<file path="src/rtl/uart_pkg.sv">
// Shared constants and state types for the Wishbone UART.
package uart_pkg;

  // Register offsets within the 16-byte window (adr[3:0])
  localparam logic [3:0] REG_TXDATA   = 4'h0;
  localparam logic [3:0] REG_RXDATA   = 4'h4;
  localparam logic [3:0] REG_STATUS   = 4'h8;
  localparam logic [3:0] REG_BAUD_DIV = 4'hC;

  // STATUS register bit positions
  localparam int STAT_TX_FULL      = 0;
  localparam int STAT_TX_EMPTY     = 1;
  localparam int STAT_TX_BUSY      = 2;
  localparam int STAT_RX_VALID     = 3;
  localparam int STAT_RX_OVERRUN   = 4;
  localparam int STAT_RX_FRAME_ERR = 5;

  // Smallest divisor that still gives the receiver a usable mid-bit sample
  localparam logic [15:0] BAUD_DIV_MIN = 16'd3;

  typedef enum logic [1:0] {
    TX_IDLE  = 2'd0,
    TX_START = 2'd1,
    TX_DATA  = 2'd2,
    TX_STOP  = 2'd3
  } tx_state_t;

  typedef enum logic [1:0] {
    RX_IDLE  = 2'd0,
    RX_START = 2'd1,
    RX_DATA  = 2'd2,
    RX_STOP  = 2'd3
  } rx_state_t;

  // Raise a requested divisor to the supported minimum
  function automatic logic [15:0] clamp_baud(input logic [15:0] value);
    if (value < BAUD_DIV_MIN) begin
      clamp_baud = BAUD_DIV_MIN;
    end else begin
      clamp_baud = value;
    end
  endfunction

endpackage

</file>
<file path="src/rtl/sync_fifo.sv">
// Single-clock FIFO; pointers carry an extra wrap bit to tell full from empty.
module sync_fifo #(
  parameter int DEPTH = 4,
  parameter int WIDTH = 8
) (
  input  logic             clk_i,
  input  logic             rst_i,
  input  logic             push,
  input  logic [WIDTH-1:0] push_data,
  input  logic             pop,
  output logic [WIDTH-1:0] pop_data,
  output logic             full,
  output logic             empty
);

  localparam int AW = $clog2(DEPTH);
  localparam logic [AW:0] PTR_ONE = {{AW{1'b0}}, 1'b1};

  logic [AW:0]      wr_ptr_r;
  logic [AW:0]      rd_ptr_r;
  logic [WIDTH-1:0] mem_r [DEPTH];

  assign full     = (wr_ptr_r[AW] != rd_ptr_r[AW]) && (wr_ptr_r[AW-1:0] == rd_ptr_r[AW-1:0]);
  assign empty    = (wr_ptr_r == rd_ptr_r);
  assign pop_data = mem_r[rd_ptr_r[AW-1:0]];

  // Advance pointers; pushes into a full FIFO and pops from an empty one are dropped
  always_ff @(posedge clk_i) begin
    if (rst_i) begin
      wr_ptr_r <= {(AW+1){1'b0}};
      rd_ptr_r <= {(AW+1){1'b0}};
    end else begin
      if (push && !full) begin
        wr_ptr_r <= wr_ptr_r + PTR_ONE;
      end
      if (pop && !empty) begin
        rd_ptr_r <= rd_ptr_r + PTR_ONE;
      end
    end
  end

  // Storage array; contents need no reset because the pointers define validity
  always_ff @(posedge clk_i) begin
    if (push && !full) begin
      mem_r[wr_ptr_r[AW-1:0]] <= push_data;
    end
  end

endmodule

</file>
<file path="src/rtl/wb_uart.sv">
// Wishbone B4 classic slave UART: 8N1 transmit via FIFO, receive into a holding register.
module wb_uart
  import uart_pkg::*;
#(
  parameter int WISHBONE_ADDR_WIDTH = 32,
  parameter int WISHBONE_BUS_WIDTH  = 32,
  parameter int TX_FIFO_DEPTH       = 4,
  parameter int DEFAULT_BAUD_DIV    = 867
) (
  input  logic                            clk_i,
  input  logic                            rst_i,
  input  logic                            wbs_cyc,
  input  logic                            wbs_stb,
  input  logic [WISHBONE_ADDR_WIDTH-1:0]  wbs_adr,
  input  logic                            wbs_we,
  input  logic [WISHBONE_BUS_WIDTH-1:0]   wbs_dat_i,
  input  logic [WISHBONE_BUS_WIDTH/8-1:0] wbs_sel,
  output logic [WISHBONE_BUS_WIDTH-1:0]   wbs_dat_o,
  output logic                            wbs_ack,
  output logic                            wbs_err,
  output logic                            uart_tx,
  input  logic                            uart_rx
);

  localparam logic [15:0] BAUD_RST = 16'(DEFAULT_BAUD_DIV);

  // Bus response and configuration registers
  logic                          ack_r, err_r;
  logic [WISHBONE_BUS_WIDTH-1:0] dat_r;
  logic [15:0]                   baud_r;
  // TX datapath
  tx_state_t   tx_state_r;
  logic [15:0] tx_cnt_r, tx_div_r;
  logic [7:0]  tx_shift_r;
  logic [2:0]  tx_bit_r;
  logic        uart_tx_r;
  // RX datapath
  rx_state_t   rx_state_r;
  logic        rx_meta_r, rx_sync_r, rx_prev_r;
  logic [15:0] rx_cnt_r, rx_div_r, rx_half_r;
  logic [7:0]  rx_shift_r, rx_byte_r;
  logic [2:0]  rx_bit_r;
  logic        rx_valid_r, rx_overrun_r, rx_frame_err_r;

  logic [3:0]  off_s;
  logic        req_s, bad_adr_s, err_s, ok_s;
  logic        wr_tx_s, rd_rx_s, wr_stat_s, wr_baud_s;
  logic        fifo_full_s, fifo_empty_s, fifo_pop_s, tx_busy_s, rx_done_s;
  logic [7:0]  fifo_dout_s;
  logic [5:0]  status_s;
  logic [15:0] baud_wr_s, rx_half_s;
  logic [16:0] baud_p1_s;
  logic [WISHBONE_BUS_WIDTH-1:0] rd_data_s;
  logic        unused_s;

  assign wbs_ack   = ack_r;
  assign wbs_err   = err_r;
  assign wbs_dat_o = dat_r;
  assign uart_tx   = uart_tx_r;
  assign unused_s  = ^{wbs_adr[WISHBONE_ADDR_WIDTH-1:16], wbs_dat_i[WISHBONE_BUS_WIDTH-1:16],
                       wbs_sel[WISHBONE_BUS_WIDTH/8-1:2]};

  // Decode the request and the access strobes; errored requests produce no strobes
  always_comb begin
    off_s     = wbs_adr[3:0];
    req_s     = wbs_cyc & wbs_stb & ~(ack_r | err_r);
    bad_adr_s = (wbs_adr[1:0] != 2'b00) || (wbs_adr[15:4] != 12'h000);
    err_s     = bad_adr_s || (wbs_we && (off_s == REG_TXDATA) && fifo_full_s);
    ok_s      = req_s & ~err_s;
    wr_tx_s   = ok_s & wbs_we & (off_s == REG_TXDATA) & wbs_sel[0];
    rd_rx_s   = ok_s & ~wbs_we & (off_s == REG_RXDATA);
    wr_stat_s = ok_s & wbs_we & (off_s == REG_STATUS) & wbs_sel[0];
    wr_baud_s = ok_s & wbs_we & (off_s == REG_BAUD_DIV);
  end

  // Assemble STATUS, the byte-lane-merged divisor and the RX half-bit delay
  always_comb begin
    status_s                    = 6'd0;
    status_s[STAT_TX_FULL]      = fifo_full_s;
    status_s[STAT_TX_EMPTY]     = fifo_empty_s;
    status_s[STAT_TX_BUSY]      = tx_busy_s;
    status_s[STAT_RX_VALID]     = rx_valid_r;
    status_s[STAT_RX_OVERRUN]   = rx_overrun_r;
    status_s[STAT_RX_FRAME_ERR] = rx_frame_err_r;
    if (wbs_sel[0]) begin
      baud_wr_s[7:0] = wbs_dat_i[7:0];
    end else begin
      baud_wr_s[7:0] = baud_r[7:0];
    end
    if (wbs_sel[1]) begin
      baud_wr_s[15:8] = wbs_dat_i[15:8];
    end else begin
      baud_wr_s[15:8] = baud_r[15:8];
    end
    // START lasts (div+1)/2 cycles, so the sample falls on count (div+1)/2-1
    baud_p1_s = {1'b0, baud_r} + 17'd1;
    rx_half_s = baud_p1_s[16:1] - 16'd1;
  end

  // Read-data multiplexer
  always_comb begin
    rd_data_s = {WISHBONE_BUS_WIDTH{1'b0}};
    case (off_s)
      REG_RXDATA:   rd_data_s[8:0]  = {rx_valid_r, rx_byte_r};
      REG_STATUS:   rd_data_s[5:0]  = status_s;
      REG_BAUD_DIV: rd_data_s[15:0] = baud_r;
      default:      rd_data_s       = {WISHBONE_BUS_WIDTH{1'b0}};
    endcase
  end

  // One-cycle ack/err response; read data only accompanies an ack
  always_ff @(posedge clk_i) begin
    if (rst_i) begin
      ack_r <= 1'b0;
      err_r <= 1'b0;
      dat_r <= {WISHBONE_BUS_WIDTH{1'b0}};
    end else begin
      ack_r <= ok_s;
      err_r <= req_s & err_s;
      dat_r <= (ok_s && !wbs_we) ? rd_data_s : {WISHBONE_BUS_WIDTH{1'b0}};
    end
  end

  // Baud divisor register with lane writes and minimum clamp
  always_ff @(posedge clk_i) begin
    if (rst_i) begin
      baud_r <= BAUD_RST;
    end else if (wr_baud_s) begin
      baud_r <= clamp_baud(baud_wr_s);
    end
  end

  sync_fifo #(
    .DEPTH (TX_FIFO_DEPTH),
    .WIDTH (8)
  ) u_tx_fifo (
    .clk_i     (clk_i),
    .rst_i     (rst_i),
    .push      (wr_tx_s),
    .push_data (wbs_dat_i[7:0]),
    .pop       (fifo_pop_s),
    .pop_data  (fifo_dout_s),
    .full      (fifo_full_s),
    .empty     (fifo_empty_s)
  );

  assign tx_busy_s  = (tx_state_r != TX_IDLE);
  assign fifo_pop_s = !fifo_empty_s &&
                      ((tx_state_r == TX_IDLE) || ((tx_state_r == TX_STOP) && (tx_cnt_r == tx_div_r)));

  // Transmit FSM: start bit, 8 data bits LSB first, stop bit, chaining frames without a gap
  always_ff @(posedge clk_i) begin
    if (rst_i) begin
      tx_state_r <= TX_IDLE;
      tx_cnt_r   <= 16'd0;
      tx_div_r   <= 16'd0;
      tx_shift_r <= 8'd0;
      tx_bit_r   <= 3'd0;
      uart_tx_r  <= 1'b1;
    end else begin
      case (tx_state_r)
        TX_IDLE: begin
          tx_cnt_r <= 16'd0;
          if (!fifo_empty_s) begin
            tx_shift_r <= fifo_dout_s;
            tx_div_r   <= baud_r;
            tx_state_r <= TX_START;
            uart_tx_r  <= 1'b0;
          end else begin
            uart_tx_r  <= 1'b1;
          end
        end
        TX_START: begin
          if (tx_cnt_r == tx_div_r) begin
            tx_cnt_r   <= 16'd0;
            tx_bit_r   <= 3'd0;
            uart_tx_r  <= tx_shift_r[0];
            tx_state_r <= TX_DATA;
          end else begin
            tx_cnt_r   <= tx_cnt_r + 16'd1;
          end
        end
        TX_DATA: begin
          if (tx_cnt_r == tx_div_r) begin
            tx_cnt_r <= 16'd0;
            if (tx_bit_r == 3'd7) begin
              tx_state_r <= TX_STOP;
              uart_tx_r  <= 1'b1;
            end else begin
              tx_bit_r   <= tx_bit_r + 3'd1;
              uart_tx_r  <= tx_shift_r[tx_bit_r + 3'd1];
            end
          end else begin
            tx_cnt_r <= tx_cnt_r + 16'd1;
          end
        end
        TX_STOP: begin
          if (tx_cnt_r == tx_div_r) begin
            tx_cnt_r <= 16'd0;
            if (!fifo_empty_s) begin
              tx_shift_r <= fifo_dout_s;
              tx_div_r   <= baud_r;
              tx_state_r <= TX_START;
              uart_tx_r  <= 1'b0;
            end else begin
              tx_state_r <= TX_IDLE;
            end
          end else begin
            tx_cnt_r <= tx_cnt_r + 16'd1;
          end
        end
        default: begin
          tx_state_r <= TX_IDLE;
          uart_tx_r  <= 1'b1;
        end
      endcase
    end
  end

  assign rx_done_s = (rx_state_r == RX_STOP) && (rx_cnt_r == rx_div_r);

  // Receive FSM behind a 2-FF synchronizer, triggered by a falling edge
  always_ff @(posedge clk_i) begin
    if (rst_i) begin
      rx_meta_r  <= 1'b1;
      rx_sync_r  <= 1'b1;
      rx_prev_r  <= 1'b1;
      rx_state_r <= RX_IDLE;
      rx_cnt_r   <= 16'd0;
      rx_div_r   <= 16'd0;
      rx_half_r  <= 16'd0;
      rx_shift_r <= 8'd0;
      rx_bit_r   <= 3'd0;
    end else begin
      rx_meta_r <= uart_rx;
      rx_sync_r <= rx_meta_r;
      rx_prev_r <= rx_sync_r;
      case (rx_state_r)
        RX_IDLE: begin
          rx_cnt_r <= 16'd0;
          if (rx_prev_r && !rx_sync_r) begin
            rx_state_r <= RX_START;
            rx_div_r   <= baud_r;
            rx_half_r  <= rx_half_s;
          end
        end
        RX_START: begin
          if (rx_cnt_r == rx_half_r) begin
            rx_cnt_r <= 16'd0;
            rx_bit_r <= 3'd0;
            // A line already back high was a glitch, not a start bit
            rx_state_r <= rx_sync_r ? RX_IDLE : RX_DATA;
          end else begin
            rx_cnt_r <= rx_cnt_r + 16'd1;
          end
        end
        RX_DATA: begin
          if (rx_cnt_r == rx_div_r) begin
            rx_cnt_r   <= 16'd0;
            rx_shift_r <= {rx_sync_r, rx_shift_r[7:1]};
            if (rx_bit_r == 3'd7) begin
              rx_state_r <= RX_STOP;
            end else begin
              rx_bit_r   <= rx_bit_r + 3'd1;
            end
          end else begin
            rx_cnt_r <= rx_cnt_r + 16'd1;
          end
        end
        RX_STOP: begin
          if (rx_cnt_r == rx_div_r) begin
            rx_cnt_r   <= 16'd0;
            rx_state_r <= RX_IDLE;
          end else begin
            rx_cnt_r <= rx_cnt_r + 16'd1;
          end
        end
        default: rx_state_r <= RX_IDLE;
      endcase
    end
  end

  // Holding register and sticky flags; a flag set wins over a same-cycle W1C
  always_ff @(posedge clk_i) begin
    if (rst_i) begin
      rx_byte_r      <= 8'd0;
      rx_valid_r     <= 1'b0;
      rx_overrun_r   <= 1'b0;
      rx_frame_err_r <= 1'b0;
    end else begin
      if (wr_stat_s && wbs_dat_i[STAT_RX_OVERRUN]) begin
        rx_overrun_r <= 1'b0;
      end
      if (wr_stat_s && wbs_dat_i[STAT_RX_FRAME_ERR]) begin
        rx_frame_err_r <= 1'b0;
      end
      if (rx_done_s && rx_sync_r) begin
        if (!rx_valid_r || rd_rx_s) begin
          rx_byte_r  <= rx_shift_r;
          rx_valid_r <= 1'b1;
        end else begin
          rx_overrun_r <= 1'b1;
        end
      end else if (rx_done_s) begin
        rx_frame_err_r <= 1'b1;
        if (rd_rx_s) begin
          rx_valid_r <= 1'b0;
        end
      end else if (rd_rx_s) begin
        rx_valid_r <= 1'b0;
      end
    end
  end

endmodule

</file>
<file path="config.mk">
export PLATFORM = sky130hd
export DESIGN_NAME = wb_uart
export DESIGN_NICKNAME = d
export VERILOG_FILES = /design/src/rtl/uart_pkg.sv /design/src/rtl/sync_fifo.sv /design/src/rtl/wb_uart.sv
export SDC_FILE = /design/constraint.sdc
export NUM_CORES = 1
export LEC_CHECK = 0
export CAP_MARGIN = 20
export CORE_MARGIN = 2
export CORE_UTILIZATION = 55
export DETAILED_ROUTE_END_ITERATION = 16
export PLACE_DENSITY = 0.79
export SLEW_MARGIN = 20
export SYNTH_ARGS = -nofsm -noshare
export SYNTH_HDL_FRONTEND = slang
export SYNTH_SLANG_ARGS = --single-unit
</file>
<file path="constraint.sdc">
create_clock -name clk_i -period 6.6 [get_ports clk_i]
set_input_delay 1.32 -clock clk_i [delete_from_list [all_inputs] [get_ports clk_i]]
set_output_delay 1.32 -clock clk_i [all_outputs]
set_load 0.01 [all_outputs]
</file>
# Word-level counts from Yosys, hierarchy flattened
# Memory sizes are Yosys's and may differ from the RTL's. A register that Yosys moved wholly into a read port is not among the register bits.
# Index checks and enable logic that the tools add are counted.
dict set report classes {
  n_mux 60
  n_reduce_logical 46
  order_cmp 2
  addsub 8
  bitwise_logic 18
  eq_ne 31
}
# op count
set op_table {}
lappend op_table {{$mux 16} 6}
lappend op_table {{$pmux 16 s2} 2}
lappend op_table {{$eq 16x16->1} 3}
lappend op_table {{$pmux 16 s3} 1}
lappend op_table {{$add 16x1->16 const B} 2}
lappend op_table {{$mux 8} 4}
lappend op_table {{$mux 2} 13}
lappend op_table {{$ne 2x2->1 const B} 11}
lappend op_table {{$mux 1} 19}
lappend op_table {{$mux 3} 6}
lappend op_table {{$pmux 3 s2} 3}
lappend op_table {{$pmux 6 s3} 1}
lappend op_table {{$add 16x1->17 const B} 1}
lappend op_table {{$lt 16x2->1 const B} 1}
lappend op_table {{$pmux 2 s4} 2}
lappend op_table {{$pmux 8 s2} 1}
lappend op_table {{$sub 16x1->16 const B} 1}
lappend op_table {{$logic_and 1x1->1} 13}
lappend op_table {{$add 3x1->3 const B} 4}
lappend op_table {{$and 1x1->1} 12}
lappend op_table {{$reduce_and 4->1} 3}
lappend op_table {{$reduce_bool 12->1} 1}
lappend op_table {{$reduce_bool 2->1} 6}
lappend op_table {{$reduce_and 2->1} 5}
lappend op_table {{other kinds (21)} 44}
dict set report word_totals {
  out_inout_bits 35
  memories 1
  word_cells 193
  reg_bits 177
  mem_bits_rw 32
  input_bits 74
}
# name depth word_bits read_ports rd_ports_with_merged_regs write_ports line_no
set memory_table {}
lappend memory_table {u_tx_fifo.mem_r 4 8 1 1 1 sync_fifo.sv:21} ;# logic [WIDTH-1:0] mem_r [DEPTH];

# Longest topological paths before layout
# Gate-level depths: netlist of run 1.
dict set report logic_depth {
  word_depth 13
  ltp_mapped 9
}

# By module
# A second synthesis of run 1 with hierarchy kept.
dict set report unflattened {
  cells_unflattened 1000
  hier_area_um2 9649.3
}
# mod n_inst area_each_um2 cells_per_inst
set modules_own_cells {}
lappend modules_own_cells {wb_uart 1 7917.6 890}
lappend modules_own_cells {sync_fifo 1 1731.7 110}

# Least setup slack after synthesis of run 1
# OpenSTA, ideal clock, no wires.
dict set report synth_path {
  kind {input to register}
  startpoint {input port wbs_adr[5]}
  endpoint {memory u_tx_fifo.mem_r[3][0] (enable)}
  cell_stages 4
  arrival_ns 2.637
  slack_ns 3.624
  cell_sequence {nor4_1 nand4_1 nor4_2 and2_1}
}
dict set report synth_between {
  elab_chain_len 11
}
# item line_no
set synth_rtl {}
lappend synth_rtl {{from (decl)} wb_uart.sv:14} ;# input logic [WISHBONE_ADDR_WIDTH-1:0] wbs_adr,
lappend synth_rtl {{$reduce_bool 12->1} wb_uart.sv:67} ;# bad_adr_s = (wbs_adr[1:0] != 2'b00) || (wbs_adr[15:4] != 12'h000);
lappend synth_rtl {{$logic_or 1x1->1} wb_uart.sv:67}
lappend synth_rtl {{$logic_or 1x1->1} wb_uart.sv:68} ;# err_s = bad_adr_s || (wbs_we && (off_s == REG_TXDATA) && fifo_full_s);
lappend synth_rtl {{$not 1->1} wb_uart.sv:69} ;# ok_s = req_s & ~err_s;
lappend synth_rtl {{$and 1x1->1} wb_uart.sv:69}
lappend synth_rtl {{$and 1x1->1 (3 in a row)} wb_uart.sv:70} ;# wr_tx_s = ok_s & wbs_we & (off_s == REG_TXDATA) & wbs_sel[0];
lappend synth_rtl {{$logic_and 1x1->1} sync_fifo.sv:44} ;# if (push && !full) begin
lappend synth_rtl {{$mux 1} sync_fifo.sv:44}
lappend synth_rtl {{$mux 1 (implied by the code)} sync_fifo.sv:45} ;# mem_r[wr_ptr_r[AW-1:0]] <= push_data;
lappend synth_rtl {{to (decl)} sync_fifo.sv:21}
# No other way between the ends.

# Final worst setup path of run 1
dict set report layout_path {
  startpoint {input port wbs_adr[3]}
  endpoint {memory u_tx_fifo.mem_r[3][5] (enable)}
}
dict set report layout_between {
  elab_chain_len 12
}
# item line_no
set layout_rtl {}
lappend layout_rtl {{$logic_not 4->1 (*)} {wb_uart.sv:68, wb_uart.sv:70}}
lappend layout_rtl {{$logic_and 1x1->1 (2 in a row)} wb_uart.sv:68}
lappend layout_rtl {{$logic_or 1x1->1} wb_uart.sv:68}
lappend layout_rtl {{$not 1->1} wb_uart.sv:69}
lappend layout_rtl {{$and 1x1->1} wb_uart.sv:69}
lappend layout_rtl {{$and 1x1->1} wb_uart.sv:70}
lappend layout_rtl {{$and 1x1->1 (*) (2 in a row)} wb_uart.sv:70}
lappend layout_rtl {{$logic_and 1x1->1 (*)} sync_fifo.sv:44}
lappend layout_rtl {{$mux 1 (*)} sync_fifo.sv:44}
lappend layout_rtl {{$mux 1 (implied by the code) (*)} sync_fifo.sv:45}
# Every way passes the cells marked *; elsewhere a longest branch is shown, timed or not.

==> summary.txt, run 1 <==
Setup path
  – Crit. Startpoint: wbs_adr[3]
  – CP Capture Type: flip-flop
  – Arrival @ worst endpoint: 3.90 ns
  – CP Max Fanout: 14
  – CP Launch Type: input pin
  – Crit Reg-Reg Startpoint: baud_r[1]
  – WP data required: 6.68 ns
  – Crit path kind: input pin to flip-flop

Power and ir drop
  – Leakage: 4.115 nW
  – Power per cell area: 258.1 nW/um^2
  – Max rail drop VDD: 0.0002138 V
  – Power, Total: 0.002702 W

Die
  – Core ar.: 16,640 sq um
  – Die Y: 134.6 microns
  – Placement row count: 47
  – Die width: 134.6 microns
  – Die area: 18,120 sq um
  – Initial core utilization: 0.5638
  – I/O pin cnt: 109

Cells and area
  – Most frequent cells in the layout: 163 x dfxtp_1, 136 x nor2_1, 79 x nand2_1
  – Synth-to-Final Area Change: 11.56%
  – Share of cells above drive strength 1: 0.07562
  – Non-Filler Instances: 1,225
  – Fillcell total: 1,357
  – Final core utilization: 0.6290
  – Commonest non-fill, non-tap cell in the layout: dfxtp_1
  – Diodes inserted: 0
  – Layout Nets: 1,083

Detailed routing
  – Drt pass-1 iters: 5
  – DR iter-0 viols: 475
  – Wire length per cell: 16.02 microns
  – Drc violations: 0
  – Antenna Nets Post-Route: 0
  – Vias: 6,895
  – Via density per instance: 5.629
  – Drt total wl: 19,620 microns

GRT
  – First-pass GRT wire length: 32,420 microns
  – Pin count of the biggest net entering global routing: 82
  – Final global-route overflow total: 0
  – Initial antenna violation count: 0
  – Vias in the first global route: 6,546
  – Gr usage total: 0.2253

Synth
  – #FFs+latches synth: 195
  – Synthesized area: 9383 sq um
  – Post-synth EDFFs: 32
  – FFs w/ async S/R, synth: 0
  – Seq/Total Area, Yosys: 0.4502
  – Syn Inst Count: 967
  – Ys flop type: dfxtp_1
  – Synth Warn #: 0
  – Synth Area per Inst: 9.703 sq um
  – Yosys cell types: 73

Clock network
  – Hold buffer count at cts: 0
  – Longest Clk Path Bufs: 2
  – # Post-CTS Setup Buffers: 0
  – Clock transition at the registers of the reported paths: 0.07 ns
  – CTS Root Cell: clkbuf_16
  – H-tree lvl count: 4
  – Clk_lat worst skew: 0.43 ns
  – Post_cts resized: 0
  – CTS sink count: 195
  – CTS tree: built
  – Total CTS buffers: 17

Timing
  – Fin worst setup slack: 2.781 ns
  – Min Tclk post-route: 3.819 ns
  – Setup TNS: 0 ns
  – RSZ-0062 raised after global routing: no
  – Period utilization: 0.5787
  – Slew @ Worst Pin: 0.8554 ns
  – Clock skew: 0.006769 ns
  – Final hold vios: 0
  – Fin. max-slew vios: 0
  – Relative slew slack: 0.4291
  – Fmax: 261.8 MHz
  – Final setup violation count: 0

Run
  – Number of max-cap violations: 0

Placed design
  – Inst Count DP: 1,193
  – Placer congestion estimate: 0.8613
  – Post-Place Setup Slack: 2.373 ns
  – Hpwl dp: 13,610 microns
  – Port Buf Inserts: 58

Min path
  – Worst hold path type: flip-flop to flip-flop
  – Hold path start: rx_meta_r

Status
  – Status: complete, no violations
[per-layer routing]
layer | vias to the layer above | GRT usage | wire, microns
met3 | 16 | 0.04955 | 1148
met5 | - | 0 | 0
met2 | 214 | 0.3583 | 9062
met4 | 0 | 0.06257 | 228
met1 | 3267 | 0.3117 | 9183
li1 | 3398 | - | -
[cells in the mapped netlist (8+ instances only)]
master / n / area [sq um]
mux4_2: 10 / 225.2
clkbuf_1: 27 / 101.4
dfxtp_1: 163 / 3263
edfxtp_1: 32 / 960.9
and2_1: 16 / 100.1
nor3_1: 15 / 75.07
o21ai_0: 18 / 90.09
nor2_1: 136 / 510.5
xor2_1: 55 / 481.7
and3_1: 16 / 100.1
buf_6: 8 / 90.09
inv_1: 21 / 78.83
ha_1: 17 / 212.7
nand2_1: 79 / 296.5
nor4_1: 19 / 118.9
nand3_1: 18 / 90.09
buf_2: 10 / 50.05
nand4_1: 19 / 118.9
xnor2_1: 44 / 385.4
buf_4: 20 / 150.1
mux2i_1: 67 / 670.6
a21oi_1: 46 / 230.2
[worst paths after layout]
check / to / slack [ns] / depth (start not counted)
min reg2reg: rx_sync_r / 0.41 / 1
max reg2reg: rx_half_r[14] / 3.77 / 7
max: u_tx_fifo.mem_r[3][5] / 2.78 / 5
min: rx_sync_r / 0.41 / 1
[cell type report]
| type | count | area (sq um) | area share |
|---|---|---|---|
| clock inverter | 14 | 130.1 | 0.01243 |
| clock buffer | 18 | 429.2 | 0.04100 |
| inverter | 21 | 78.83 | 0.007531 |
| timing repair buffer | 62 | 608.1 | 0.05809 |
| multi-input combinational | 695 | 4722 | 0.4511 |
| tap | 220 | 275.3 | 0.02630 |
| sequential | 195 | 4224 | 0.4035 |
[metrics by stage]
stage / hold WS, ns / cell area [sq um]
after floorplan: 0.3895 / 9439
after global placement: 0.3927 / 9908
after detailed placement: 0.3997 / 9908
after CTS: 0.4178 / 10470
after global routing: 0.4569 / 10470
final: 0.4142 / 10470
[power by group]
group	switching [W]	internal (W)
Sequential	0.0000468	0.00125
Combinational	0.000237	0.000185
Clock	0.000455	0.000526
[worst max-delay path, stage by stage]
cell	delay (ns)
clkdlybuf4s50_1	0.78
nor4_1	0.62
nand3_1	0.17
nor4_2	0.49
and2_1	0.52
[kinds of logic after synthesis]
logic type	after synthesis	synth area share
and+or+nand+nor	369	0.1999
DFF	195	0.4502
AOI/OAI and AO/OA	115	0.08295
xor gates and xnor gates	101	0.09588
buffers and inverters	92	0.05254
muxes	77	0.09548
adders and majority gates	17	0.02267
other	1	0.0003997
[flip-flops by register name, summed over array words and instances (netlist names), 8 cells and up, named ones only]
name,cells
tx_shift_r,8
wbs_dat_o,16
rx_half_r,16
tx_cnt_r,16
rx_div_r,16
u_tx_fifo.mem_r,32
baud_r,16
rx_cnt_r,16
rx_shift_r,8
tx_div_r,16
rx_byte_r,8
Power figures use the tool's default switching activity.
==> run 2, diff against run 1 <==
--- a/config.mk
+++ b/config.mk
@@ -7,9 +7,9 @@
 export LEC_CHECK = 0
 export CAP_MARGIN = 20
 export CORE_MARGIN = 2
-export CORE_UTILIZATION = 55
+export CORE_UTILIZATION = 51
 export DETAILED_ROUTE_END_ITERATION = 16
-export PLACE_DENSITY = 0.79
+export PLACE_DENSITY = 0.77
 export SLEW_MARGIN = 20
 export SYNTH_ARGS = -nofsm -noshare
 export SYNTH_HDL_FRONTEND = slang
==> constraint.sdc (replaced) <==
create_clock -name clk_i -period 3.1 [get_ports clk_i]
set_input_delay 0.62 -clock clk_i [delete_from_list [all_inputs] [get_ports clk_i]]
set_output_delay 0.62 -clock clk_i [all_outputs]
set_load 0.01 [all_outputs]
==> run 2 against run 1 <==
Against the previous run:
- first-iteration DRC count up 23%
- routed wire length up 3.4%
- count of clock-buffer cells in the layout up 1
- total power up 120%
- critical path depth up 1
- sequential cell count unchanged
- sequential share of layout area down 0.68 points
- register-to-register slack worse by 3.2 ns
- largest cell class unchanged
- highest routed layer unchanged
==> summary.txt, run 2 (synthesized netlist as in run 1, its figures left out) <==
GRT
  – Pin count of the biggest net entering global routing: 39 (-52%)
  – First-pass GRT wire length: 33,440 microns (+3.1%)
  – Gr usage total: 0.2135 (-0.01179)
  – Final global-route overflow total: 0 (unchanged)
  – Vias in the first global route: 6,736 (+2.9%)
  – Initial antenna violation count: 0 (unchanged)

Die
  – Core ar.: 18,020 sq um (+8.3%)
  – Die Y: 139.6 microns (+3.7%)
  – Die width: 139.6 microns (+3.7%)
  – Placement row count: 49 (+4.3%)
  – I/O pin cnt: 109 (unchanged)
  – Initial core utilization: 0.5205 (-0.04325)
  – Die area: 19,500 sq um (+7.6%)

Setup path
  – WP data required: 3.20 ns (-3.48 ns)
  – Worst Reg2Reg Path Length in Cells: 6 (-1)
  – Top delay family on crit path: simple AND/OR/NAND/NOR gates
  – Worst-path cell chain: clkdlybuf4s50_1, nor4_1, nand4_1, buf_4, nor4_2, and2_1
  – CP Capture Type: flip-flop
  – CP bufs+invs: 2 (+1)
  – Crit Reg-Reg Startpoint: baud_r[3]
  – Crit path kind: input pin to flip-flop
  – Crit. Startpoint: wbs_adr[5]
  – CP Launch Type: input pin
  – CP Max Fanout: 8 (-6)
  – Arrival @ worst endpoint: 2.64 ns (-1.26 ns)
  – Worst path slowest cell: and2_1
  – Slowest cell delay on critical path: 0.47 ns (-0.31 ns)
  – WP depth: 6 (+1)

Cells and area
  – Max reg flops: 32 (unchanged)
  – Diodes inserted: 0 (unchanged)
  – FF+latch area: 4224 sq um (unchanged)
  – Share of cells above drive strength 1: 0.09561 (+0.01999)
  – Layout Nets: 1,103 (+1.8%)
  – Commonest non-fill, non-tap cell in the layout: dfxtp_1
  – Synth-to-Final Area Change: 13.47%
  – Fillcell total: 1,524 (+12%)
  – Most frequent cells in the layout: 163 x dfxtp_1, 136 x nor2_1, 79 x nand2_1
  – Multi-input gate area: 4722 sq um (unchanged)

Min path
  – Hold path start: rx_meta_r
  – Worst Hold Depth: 1 (unchanged)
  – Worst hold path type: flip-flop to flip-flop

Clock network
  – # Post-CTS Setup Buffers: 0 (unchanged)
  – Clock transition at the registers of the reported paths: 0.07 ns (about the same)
  – Longest Clk Path Bufs: 2 (unchanged)
  – CTS Root Cell: clkbuf_16
  – Hold buffer count at cts: 0 (unchanged)
  – CTS sink count: 195 (unchanged)
  – Total CTS buffers: 17 (unchanged)
  – Clk_lat worst skew: 0.44 ns (about the same)
  – H-tree lvl count: 4 (unchanged)
  – CTS tree: built
  – Post_cts resized: 0 (unchanged)

Timing
  – Final hold slack: 0.4144 ns (+0.0001520 ns)
  – Final setup violation count: 0 (unchanged)
  – Fmax: 392.7 MHz
  – Fin. max-slew vios: 0 (unchanged)
  – RSZ-0062 raised after global routing: no
  – Period utilization: 0.8215
  – Slew @ Worst Pin: 0.6963 ns (-0.1591 ns)
  – Setup TNS: 0 ns (unchanged)
  – Final hold vios: 0 (unchanged)
  – Clock skew: 0.01139 ns (+0.004623 ns)
  – Relative slew slack: 0.5309 (+0.1018)
  – Min Tclk post-route: 2.547 ns

Detailed routing
  – DR iter-0 viols: 584 (+23%)
  – Wire length per cell: 16.17 microns (+0.97%)
  – Vias: 7,027 (+1.9%)
  – Antenna Nets Post-Route: 0 (unchanged)
  – Drt total wl: 20,280 microns (+3.4%)
  – Drc violations: 0 (unchanged)
  – Drt pass-1 iters: 5 (unchanged)
  – Via density per instance: 5.604 (-0.44%)

Power and ir drop
  – Power, Total: 0.005835 W (+120%)
  – Max rail drop VDD: 0.0003926 V (+84%)
  – Power per cell area: 548.1 nW/um^2 (+110%)
  – Leakage: 4.222 nW (+2.6%)

Placed design
  – Placer congestion estimate: 0.8785 (+2.0%)
  – Hpwl dp: 14,540 microns (+6.8%)
  – Port Buf Inserts: 58 (unchanged)

Run
  – Number of max-cap violations: 0 (unchanged)

Status
  – Status: complete, no violations
run 2: changes by cell type in the layout (fill, tap and decap cells not counted):
cell / before / now
clkbuf_8: 0 / 2
clkbuf_1: 1 / 0
clkinv_1: 1 / 0
bufinv_16: 1 / 0
buf_4: 5 / 24
inv_8: 1 / 4
buf_12: 0 / 1
clkinvlp_4: 0 / 1
clkinv_4: 4 / 1
run 2: final timing paths:
check                           to  slack, ns
max          u_tx_fifo.mem_r[1][0]       0.55
min                      rx_sync_r       0.41
max reg2reg          rx_half_r[14]       0.57
min reg2reg              rx_sync_r       0.41
run 2: routing by layer:
| metal | vias to the layer above | GRT usage | routed length, microns |
|---|---|---|---|
| li1 | 3432 | - | - |
| met1 | 3387 | 0.2875 | 9424 |
| met2 | 186 | 0.3524 | 9585 |
| met3 | 22 | 0.03579 | 976 |
| met4 | 0 | 0.07000 | 297 |
| met5 | - | 0 | 0 |
run 2: metrics by stage:
stage / std cells / setup slack, ns / area, sq um / util
2_1_floorplan: 982 / 0.8238 / 9439 / -
3_5_place_dp: 1222 / 0.05561 / 10080 / 0.5594
4_1_cts: 1254 / 0.5004 / 10650 / 0.5907
6_report: 1254 / 0.5532 / 10650 / 0.5907
5_1_grt: 1254 / 0.3054 / 10650 / 0.5907
3_3_place_gp: 1222 / 0.1114 / 10080 / 0.5594
run 2: area by class of cell:
class                   count  share of cell area
well taps                 229             0.02691
clock inverters            13             0.01046
repair buffers             82             0.07239
inverters                  21            0.007404
multi-input cells         695              0.4435
flip-flops and latches    195              0.3968
clock buffers              19             0.04254
run 2: where the power goes:
part / total [W] / switching, W / internal [W] / leakage [nW]
clock network: 0.00212 / 0.00102 / 0.00110 / 0.282
registers: 0.00276 / 0.000100 / 0.00266 / 1.60
logic: 0.000951 / 0.000508 / 0.000443 / 2.34
==> run 3, diff against run 2 <==
--- a/config.mk
+++ b/config.mk
@@ -7,9 +7,9 @@
 export LEC_CHECK = 0
 export CAP_MARGIN = 20
 export CORE_MARGIN = 2
-export CORE_UTILIZATION = 51
+export CORE_UTILIZATION = 55
 export DETAILED_ROUTE_END_ITERATION = 16
-export PLACE_DENSITY = 0.77
+export PLACE_DENSITY = 0.79
 export SLEW_MARGIN = 20
 export SYNTH_ARGS = -nofsm -noshare
 export SYNTH_HDL_FRONTEND = slang
==> constraint.sdc (replaced) <==
create_clock -name clk_i -period 2.5 [get_ports clk_i]
set_input_delay 0.5 -clock clk_i [delete_from_list [all_inputs] [get_ports clk_i]]
set_output_delay 0.5 -clock clk_i [all_outputs]
set_load 0.01 [all_outputs]
==> run 3 against run 2 <==
Against the previous run:
- register-to-register slack got worse by 0.41 ns
- clock power rose by 38%
- total power rose by 30%
==> summary.txt, run 3 (synthesized netlist as in run 1, its figures left out) <==
Detailed routing
  – Via density per instance: 5.641 (+0.67%)
  – Vias: 7,283 (+3.6%)
  – Drt pass-1 iters: 5 (unchanged)
  – DR iter-0 viols: 637 (+9.1%)
  – Antenna Nets Post-Route: 0 (unchanged)
  – Drc violations: 0 (unchanged)
  – Drt total wl: 21,470 microns (+5.9%)
  – Wire length per cell: 16.63 microns (+2.8%)

Power and ir drop
  – Max rail drop VDD: 0.0005021 V (+28%)
  – Leakage: 4.504 nW (+6.7%)
  – Power, Total: 0.007565 W (+30%)
  – Power per cell area: 680.6 nW/um^2 (+24%)

Clock network
  – Total CTS buffers: 17 (unchanged)
  – Post_cts resized: 0 (unchanged)
  – CTS sink count: 195 (unchanged)
  – # Post-CTS Setup Buffers: 0 (unchanged)
  – Longest Clk Path Bufs: 2 (unchanged)
  – Clock transition at the registers of the reported paths: 0.07 ns (about the same)
  – H-tree lvl count: 4 (unchanged)
  – Clk_lat worst skew: 0.45 ns (about the same)
  – CTS Root Cell: clkbuf_16
  – Hold buffer count at cts: 0 (unchanged)
  – CTS tree: built

Setup path
  – Top delay family on crit path: simple AND/OR/NAND/NOR gates
  – WP data required: 2.84 ns (-0.36 ns)
  – Slowest cell delay on critical path: 0.39 ns (-0.08 ns)
  – CP Launch Type: flip-flop
  – Arrival @ worst endpoint: 2.69 ns (+0.05 ns)
  – Worst-path cell chain: ha_2, and3_4, xnor2_1, o2111a_1, nand3_2, or3_1, a31o_1
  – Crit path kind: flip-flop to flip-flop
  – Worst path slowest cell: o2111a_1
  – CP Capture Type: flip-flop
  – CP bufs+invs: 0 (-2)
  – CP Max Fanout: 10 (+2)

Cells and area
  – Layout Nets: 1,149 (+4.2%)
  – Diodes inserted: 0 (unchanged)
  – Share of cells above drive strength 1: 0.1363 (+0.04071)
  – Most frequent cells in the layout: 162 x dfxtp_1, 136 x nor2_1, 79 x nand2_1
  – Max reg flops: 32 (unchanged)
  – Non-Filler Instances: 1,291 (+3.0%)
  – Synth-to-Final Area Change: 18.46%
  – Commonest non-fill, non-tap cell in the layout: dfxtp_1
  – Multi-input gate area: 4725 sq um (about the same)
  – FF+latch area: 4225 sq um (about the same)
  – Fillcell total: 1,298 (-15%)

Timing
  – Fin. max-slew vios: 0 (unchanged)
  – Period utilization: 0.9363
  – Slew @ Worst Pin: 0.6976 ns (+0.001277 ns)
  – Relative slew slack: 0.5300 (-0.0008610)
  – Final setup violation count: 0 (unchanged)
  – Fmax: 427.2 MHz
  – Min Tclk post-route: 2.341 ns
  – Final hold vios: 0 (unchanged)
  – Final hold slack: 0.4094 ns (-0.004953 ns)
  – RSZ-0062 raised after global routing: no
  – Clock skew: 0.01014 ns (-0.001251 ns)

Die
  – Initial core utilization: 0.5638 (+0.04325)
  – Placement row count: 47 (-4.1%)
  – Core ar.: 16,640 sq um (-7.7%)
  – Die width: 134.6 microns (-3.6%)
  – Die Y: 134.6 microns (-3.6%)
  – I/O pin cnt: 109 (unchanged)
  – Die area: 18,120 sq um (-7.1%)

Placed design
  – Placer congestion estimate: 0.8506 (-3.2%)
  – Port Buf Inserts: 58 (unchanged)
  – Inst Count DP: 1,259 (+3.0%)
  – Hpwl dp: 15,430 microns (+6.2%)

GRT
  – Pin count of the biggest net entering global routing: 64 (+64%)
  – Initial antenna violation count: 0 (unchanged)
  – Final global-route overflow total: 0 (unchanged)
  – First-pass GRT wire length: 35,180 microns (+5.2%)
  – Gr usage total: 0.2473 (+0.03382)
  – Vias in the first global route: 7,049 (+4.6%)

Run
  – Number of max-cap violations: 0 (unchanged)

Min path
  – Worst hold path type: flip-flop to flip-flop

Status
  – Status: complete, no violations
run 3: routing by layer:
metal  GRT usage  vias to the layer above  share of wire
met5           0                        -              0
met4     0.09006                        0          0.020
met3     0.05143                       46          0.057
met2      0.3963                      231           0.48
met1      0.3329                     3479           0.45
li1            -                     3527              -
run 3: path summary, 6_finish.rpt:
kind,from,end,slack [ns],depth (start not counted)
max,baud_r[0],rx_half_r[14],0.16,7
min,rx_meta_r,rx_sync_r,0.41,1
max reg2reg,baud_r[0],rx_half_r[14],0.16,7
min reg2reg,rx_meta_r,rx_sync_r,0.41,1
run 3: per-stage QoR:
stage / area, sq um / setup TNS, ns / setup slack (ns) / util
floorplan: 9439 / 0 / 0.3230 / -
global placement: 10480 / -2.694 / -0.1386 / 0.6297
detailed placement: 10480 / -4.450 / -0.1801 / 0.6297
CTS: 11110 / 0 / 0.06012 / 0.6676
global route: 11110 / 0 / 0.04747 / 0.6678
finish: 11110 / 0 / 0.1592 / 0.6678
run 3: layout make-up:
cell class / count / area share
clock buffers: 17 / 0.03828
multi-input cells: 695 / 0.4251
inverters: 21 / 0.007092
clock inverters: 15 / 0.01857
flip-flops and latches: 195 / 0.3802
repair buffers: 128 / 0.1060
well taps: 220 / 0.02477
run 3: where the power goes:
part	internal [W]	switching [W]	total, W
Combinational	0.000568	0.000650	0.00122
Sequential	0.00330	0.000124	0.00343
Clock	0.00162	0.00130	0.00292
Total	0.00549	0.00207	0.00756
